[src/rtl/alu_sequencer.sv]
// Multi-cycle control FSM between instruction issue and the ALU decoder/datapath:
// drives OpCode/imm4, keeps the architectural flags and sequences write-back and memory ops.
module alu_sequencer #(
  parameter int MEM_TIMEOUT = 16,
  parameter int REG_BITS    = 3
) (
  input  logic                Clock,
  input  logic                Reset,
  input  logic                InstrValid,
  output logic                InstrReady,
  input  logic [4:0]          InstrOp,
  input  logic [3:0]          InstrImm4,
  input  logic [REG_BITS-1:0] InstrRd,
  output logic [4:0]          OpCode,
  output logic [3:0]          imm4,
  output logic                Cin,
  input  logic                C,
  input  logic                V,
  input  logic                Z,
  input  logic                N,
  output logic                FlagC,
  output logic                FlagV,
  output logic                FlagZ,
  output logic                FlagN,
  output logic                RegWe,
  output logic [REG_BITS-1:0] RegWaddr,
  output logic                MemReq,
  output logic                MemWrite,
  input  logic                MemAck,
  output logic                SpUpdate,
  output logic                SpDir,
  output logic                Done,
  output logic                Illegal,
  output logic                MemErr
);

  localparam logic [4:0] OP_NOP  = 5'b11000;
  localparam logic [4:0] OP_ILLA = 5'b11001;
  localparam logic [4:0] OP_ILLB = 5'b11110;
  // Load-side memory opcodes live in the otherwise unused 0000x slots of the map.
  localparam logic [4:0] OP_LDW  = 5'b00000;
  localparam logic [4:0] OP_POP  = 5'b00001;
  localparam logic [4:0] OP_STW  = 5'b01000;
  localparam logic [4:0] OP_PUSH = 5'b01001;
  localparam logic [4:0] OP_CMP  = 5'b00111;
  localparam logic [4:0] OP_CMPI = 5'b01111;
  localparam logic [7:0] CNT_LAST = 8'(MEM_TIMEOUT - 1);

  typedef enum logic [1:0] {IDLE, EXEC, MEM, WB} state_t;

  state_t              state_reg, state_next;
  logic [4:0]          opcode_reg, opcode_next;
  logic [3:0]          imm4_reg, imm4_next;
  logic [REG_BITS-1:0] waddr_reg, waddr_next;
  logic                flag_c_reg, flag_c_next;
  logic                flag_v_reg, flag_v_next;
  logic                flag_z_reg, flag_z_next;
  logic                flag_n_reg, flag_n_next;
  logic [7:0]          cnt_reg, cnt_next;
  logic                done_reg, done_next;
  logic                illegal_reg, illegal_next;
  logic                memerr_reg, memerr_next;

  logic is_arith, is_logic, is_mem, is_store, is_push, is_pop, no_wb;

  always_comb begin
    is_arith = 1'b0;
    is_logic = 1'b0;
    case (opcode_reg)
      5'b00010, 5'b00011, 5'b00110, 5'b00111, 5'b00100, 5'b00101, 5'b01010,
      5'b01011, 5'b01110, 5'b01111, 5'b01100, 5'b01101, 5'b11010: is_arith = 1'b1;
      5'b10000, 5'b10001, 5'b10011, 5'b10010, 5'b10110, 5'b10111,
      5'b11111, 5'b11101, 5'b11100:                               is_logic = 1'b1;
      default: ;
    endcase
  end

  assign is_store = (opcode_reg == OP_STW) || (opcode_reg == OP_PUSH);
  assign is_push  = (opcode_reg == OP_PUSH);
  assign is_pop   = (opcode_reg == OP_POP);
  assign is_mem   = is_store || is_pop || (opcode_reg == OP_LDW);
  assign no_wb    = (opcode_reg == OP_CMP) || (opcode_reg == OP_CMPI) || (opcode_reg == OP_NOP);

  always_ff @(posedge Clock) begin
    if (Reset) begin
      state_reg   <= IDLE;
      opcode_reg  <= OP_NOP;
      imm4_reg    <= 4'd0;
      waddr_reg   <= '0;
      flag_c_reg  <= 1'b0;
      flag_v_reg  <= 1'b0;
      flag_z_reg  <= 1'b0;
      flag_n_reg  <= 1'b0;
      cnt_reg     <= 8'd0;
      done_reg    <= 1'b0;
      illegal_reg <= 1'b0;
      memerr_reg  <= 1'b0;
    end else begin
      state_reg   <= state_next;
      opcode_reg  <= opcode_next;
      imm4_reg    <= imm4_next;
      waddr_reg   <= waddr_next;
      flag_c_reg  <= flag_c_next;
      flag_v_reg  <= flag_v_next;
      flag_z_reg  <= flag_z_next;
      flag_n_reg  <= flag_n_next;
      cnt_reg     <= cnt_next;
      done_reg    <= done_next;
      illegal_reg <= illegal_next;
      memerr_reg  <= memerr_next;
    end
  end

  always_comb begin
    state_next   = state_reg;
    opcode_next  = opcode_reg;
    imm4_next    = imm4_reg;
    waddr_next   = waddr_reg;
    flag_c_next  = flag_c_reg;
    flag_v_next  = flag_v_reg;
    flag_z_next  = flag_z_reg;
    flag_n_next  = flag_n_reg;
    cnt_next     = cnt_reg;
    done_next    = 1'b0;
    illegal_next = 1'b0;
    memerr_next  = 1'b0;
    RegWe        = 1'b0;
    Done         = done_reg;
    MemReq       = 1'b0;
    MemWrite     = 1'b0;
    SpUpdate     = 1'b0;
    SpDir        = 1'b0;
    case (state_reg)
      IDLE: begin
        if (InstrValid) begin
          if (InstrOp == OP_ILLA || InstrOp == OP_ILLB) begin
            illegal_next = 1'b1;
          end else begin
            opcode_next = InstrOp;
            imm4_next   = InstrImm4;
            waddr_next  = InstrRd;
            state_next  = EXEC;
          end
        end
      end
      EXEC: begin
        if (is_arith) begin
          flag_c_next = C;
          flag_v_next = V;
        end
        if (is_arith || is_logic) begin
          flag_z_next = Z;
          flag_n_next = N;
        end
        if (is_push) begin
          SpUpdate = 1'b1;
          SpDir    = 1'b1;
        end
        if (is_mem) begin
          cnt_next   = 8'd0;
          state_next = MEM;
        end else if (no_wb) begin
          Done        = 1'b1;
          opcode_next = OP_NOP;
          state_next  = IDLE;
        end else begin
          state_next = WB;
        end
      end
      MEM: begin
        MemReq   = 1'b1;
        MemWrite = is_store;
        if (MemAck) begin
          SpUpdate = is_pop;
          if (is_store) begin
            // Store retirement is reported one cycle later, from IDLE.
            done_next   = 1'b1;
            opcode_next = OP_NOP;
            state_next  = IDLE;
          end else begin
            state_next = WB;
          end
        end else if (cnt_reg == CNT_LAST) begin
          memerr_next = 1'b1;
          opcode_next = OP_NOP;
          state_next  = IDLE;
        end else begin
          cnt_next = cnt_reg + 8'd1;
        end
      end
      WB: begin
        RegWe       = 1'b1;
        Done        = 1'b1;
        opcode_next = OP_NOP;
        state_next  = IDLE;
      end
      default: state_next = IDLE;
    endcase
  end

  assign InstrReady = (state_reg == IDLE);
  assign OpCode     = opcode_reg;
  assign imm4       = imm4_reg;
  assign RegWaddr   = waddr_reg;
  assign FlagC      = flag_c_reg;
  assign FlagV      = flag_v_reg;
  assign FlagZ      = flag_z_reg;
  assign FlagN      = flag_n_reg;
  assign Cin        = flag_c_reg;
  assign Illegal    = illegal_reg;
  assign MemErr     = memerr_reg;

endmodule

[config.mk]
export PLATFORM = sky130hd
export DESIGN_NAME = alu_sequencer
export DESIGN_NICKNAME = d
export VERILOG_FILES = /design/src/rtl/alu_sequencer.sv
export SDC_FILE = /design/constraint.sdc
export NUM_CORES = 1
export LEC_CHECK = 0
export ABC_AREA = 1
export BUFFER_PORTS_ARGS = -buffer_cell sky130_fd_sc_hd__buf_2
export CORE_MARGIN = 1
export CORE_UTILIZATION = 30
export DETAILED_ROUTE_END_ITERATION = 12
export PLACE_DENSITY = 0.56
export SLEW_MARGIN = 20
export SYNTH_ARGS = -nofsm -noshare
export SYNTH_HDL_FRONTEND = slang
export SYNTH_SLANG_ARGS = --single-unit
[constraint.sdc]
create_clock -name Clock -period 1.6 [get_ports Clock]
set_clock_uncertainty 0.15 [all_clocks]
set_input_delay 0.32 -clock Clock [delete_from_list [all_inputs] [get_ports Clock]]
set_output_delay 0.32 -clock Clock [all_outputs]
set_load 0.03 [all_outputs]
Word-level counts from Yosys, hierarchy flattened
Index checks and enable logic that the tools add are counted.
- $add $sub $neg: 1
- $mul: 0
- div/mod/pow operators: 0
- order comparisons: 0
- equal/unequal tests: 41
- shift operators: 0
- muxes and demuxes: 35
- bitwise operators: 5
- reduce and logical (&&, ||, !) cells: 21
- operators by type and width (kind ; number):
    $eq 5x5->1 const B ; 13
    $eq 5x4->1 const B ; 8
    $mux 5 ; 7
    $mux 8 ; 3
    $eq 5x3->1 const B ; 4
    $pmux 5 s4 ; 1
    $pmux 8 s2 ; 1
    $mux 2 ; 7
    $ne 2x2->1 const B ; 7
    $mux 1 ; 13
    $reduce_or 13->1 ; 1
    $eq 5x2->1 const B ; 2
    $reduce_or 3->1 ; 3
    $reduce_or 9->1 ; 1
    $add 8x1->8 const B ; 1
    $eq 8x4->1 const B ; 1
    $pmux 2 s4 ; 1
    $logic_or 1x1->1 ; 7
    $ne 3x3->1 const B ; 2
    $reduce_and 3->1 ; 2
    $reduce_and 6->1 ; 1
    $eq 5x1->1 const B ; 1
    $logic_not 5->1 ; 1
    $not 1->1 ; 5
    other kinds (7) ; 10
- flip-flop bits (word level): 29
- latch bits: 0
- bits in writable memories: 0
- bits in read-only memories: 0
- input bits: 20
- output and inout port bits: 26
- logic and storage cells: 115
- memories: 0

Longest topological paths before layout
- word-level depth: 6
- mapped depth: 10
- depth with buffers taken out: 10

Worst setup path after synthesis
OpenSTA, ideal clock, no wires.
- path kind: reg2out
- start: reg opcode_reg[3], in the netlist OpCode[3]
- end: out SpUpdate
- arrival: 1.657 ns
- path slack: -0.527 ns
- cell stages (with the launch flop): 6
- cells stage by stage: dfxtp_1 > inv_2 > nor2_2 > nand3_1 > nor2_1 > o21a_1
- cells in the longest elaborated chain, start to end: 3
- elaborated cells on any way between the ends: 5
- classes of those cells: 2 x eq/ne; 3 x mux
- RTL lines (item ; RTL line ; source):
    start, declared ; 52 ; logic [4:0] opcode_reg, opcode_next;
    start signal, assigned ; 100 ; opcode_reg <= opcode_next;
    $eq 5x1->1 / $eq 5x4->1 (equally long branches) ; 80, 79 ;
    $mux 1 (on tied branches) ; 173, 155 ;
    $pmux 1 s2 (*) ; 133 ; case (state_reg)
    end, declared ; 30 ; output logic SpUpdate,
Every way passes the cells marked *; elsewhere a longest branch is shown, timed or not.

Worst setup path after layout
- start: reg state_reg[0]
- end: out Done
- cells in the longest elaborated chain, start to end: 2
- elaborated cells on any way between the ends: 3
- classes of those cells: 2 x eq/ne; 1 x mux
- RTL lines (item ; RTL line ; source):
    start, declared ; 51 ; state_t state_reg, state_next;
    start signal, assigned ; 99 ; state_reg <= state_next;
    $eq 2x2->1 / $eq 2x1->1 (equally long branches) ; 133 ;
    $pmux 1 s2 (*) ; 133 ;
    end, declared ; 32 ; output logic Done,
Marks and branches as above.

==> reports/metrics.cfg <==
[floorplan]
coreArea_mm2=0.00517
ios=46
start_util_pct=31.6
die_x_um=75.8
num_rows=26
die_y_um=75.8
die_area_mm2=0.00575

[setup_path]
end_kind=primary output
slowest_delay_ns=0.32
critical_path.max_fanout=2
crit_slowest_cell=dfxtp_2
crit_path_start_kind=flop
arrival_ns=1.41
path_class=flop to primary output
cp.required_ns=1.13
cp_cell_sequence=buf_4, ha_2, a211o_4, buf_6

[layout]
diodes=0
layout-drive-gt1-share_pct=45.8
stdcell_area_mm2=0.00265
largest_reg_flops=8
final_util_pct=51.2
nets=355
areaGrowthSynthToFinish_pct=62.2
fillers=509

[synth]
synthAdderAreaFrac_pct=4.59
syn_avg_cell_area_um2=6.62
synth-main-ff-cell=dfxtp_1
synth_edf_count=0
synth_most_common_cell=nand2_1
synth_top_area_share_pct=35.5
syn_inst=247
synth-seq-cells=29
synth_simple_gate_area_share_pct=36.3
synth_compound_area_share_pct=12.5
synthTopCellsByArea=dfxtp_1 (36%), nand2_1 (14%), nor2_1 (8.5%), inv_1 (6.2%), nand3_1 (6.1%)
synth_warnings=0
async_reset_ff_share_pct=0
synthXorXnorAreaFrac_pct=1.61
synthesis.nets=273
synth_top_family_by_area=simple AND/OR/NAND/NOR gates
yosysSeqAreaShare_pct=35.5
synthTopCellsByCount=nand2_1 (61), nor2_1 (37), dfxtp_1 (29), inv_1 (27), nand3_1 (20)
synthMuxAreaShare_pct=0
synthDistinctLibCells=29
synth_top_area_cell=dfxtp_1
syn-cell-area_mm2=0.00163

[grt]
grt_use_met2_pct=25.5
grt-busiest-layer=met2
grtUsageTotal_pct=16.4
grt_antenna_before_repair=0
grt-ovfl-total=0
grtUsageMet3_pct=3.70
grt_pass1_vias=1528
grt_pass1_wl_um=6820
use_met1_pct=20.8
grt_max_degree=15

[timing]
hold_viol=0
worst_slack_ns=-0.277
slew_viol_final=0
rsz0062_at_grt=yes
fin_crit_sh_pct=117
tightest_slew_ns=0.295
setup_viol=12
tns_ns=-1.06
post-route-min-period_ns=1.88
relSlewSlack_pct=80.1
fmax_mhz=533

[clock_network]
clkTransAtPathRegs_ns=0.07
numCtsBuffers=5
hold_buffers=0
clockBufferDepth=2
clkLatencyLatePin_ns=0.29
cts_tree=built
root_buffer=clkbuf_8
cts_max_level=2
cts_sinks=29

[route]
drtIter0Drc=84
drc=0
wl_um=4580
antenna_left=0
dr.pass1.iters=4
vias_per_cell=4.48
wl_per_cell_um=11.5
vias=1793

[placement]
dp_hpwl_um=3230
gp_congestion=0.797
port_buffers=45
postPlaceCellArea_mm2=0.00223

[power_and_ir_drop]
leakagePower_nw=1.24
vdd.ir_drop.worst_uv=471
p_per_area_mw_per_mm2=1200

[status]
violations=setup timing
run_status=complete, but fails checks

[run]
max_cap_violations=0

[min_path]
hold_path_class=input pin to flop

-- area by class of cell --
type,instances,area [µm²],share of cell area (%)
Multi-Input combinational cell,179,1140,43.1
Clock buffer,6,82.6,3.12
Clock inverter,2,37.5,1.42
Tap cell,70,87.6,3.31
Sequential cell,29,604,22.8
Timing Repair Buffer,83,574,21.7
Inverter,31,121,4.58
-- layout by cell type (no fill, tap or decap), types with 9 or more instances in the layout --
cell type,n
nand2_1,54
buf_2,38
buf_4,35
nor2_1,31
inv_1,23
dfxtp_1,20
nand3_1,14
o21ai_0,11
a21oi_1,11
buf_6,9
-- report_power, final --
group | leakage, nW | switching (mW) | total, mW | internal, mW
combinational | 0.945 | 0.848 | 1.43 | 0.579
sequential | 0.241 | 0.0926 | 0.935 | 0.842
clock | 0.0574 | 0.303 | 0.809 | 0.506
-- repair_timing --
item,CTS,global route
endpoints found under the hold margin,0,0
gates resized for setup,37,33
buffers inserted,1,5
pin swaps,10,23
endpoints found under the setup margin,20,29
-- critical path: cells and delay by family, from the launching register on --
family,cells,cell delay [ns]
compound gates,1,0.32
fa+ha+maj,1,0.20
buf+inv,2,0.28
flops,1,0.32
-- metrics by stage --
step	instances	setup slack (ns)	hold slack (ns)	total power, mW
floorplan	247	-0.0905	0.318	1.73
global placement	386	-0.0794	0.279	2.13
detailed placement	386	-0.0777	0.284	2.14
CTS	395	-0.306	0.136	3.07
global route	400	-0.310	0.159	3.36
finish	400	-0.277	0.138	3.17
-- cell families after synthesis --
family,Yosys count
flip-flops,29
buffers and inverters,39
AO/OA/AOI/OAI,35
adder cells (fa/ha/maj),6
XOR/XNOR,3
AND/OR/NAND/NOR,135
-- routing by layer --
| metal | part of all wire [%] | up-vias |
|---|---|---|
| met5 | 0 | - |
| met3 | 2.8 | 9 |
| met2 | 48 | 29 |
| met4 | 2.5 | 0 |
| met1 | 47 | 806 |
| li1 | - | 949 |
-- final timing paths --
path | from | to | slack (ns) | cells past startpoint
setup reg to reg | state_reg[0]$_SDFFE_PP0P_ | cnt_reg[0]$_SDFFE_PP0P_ | -0.03 | 9
hold / removal | InstrImm4[0] | imm4[0]$_SDFFE_PP0P_ | 0.14 | 3
setup / recovery | state_reg[0]$_SDFFE_PP0P_ | Done | -0.28 | 4
hold reg to reg | imm4[3]$_SDFFE_PP0P_ | imm4[3]$_SDFFE_PP0P_ | 0.29 | 2
Power figures use the tool's default switching activity.
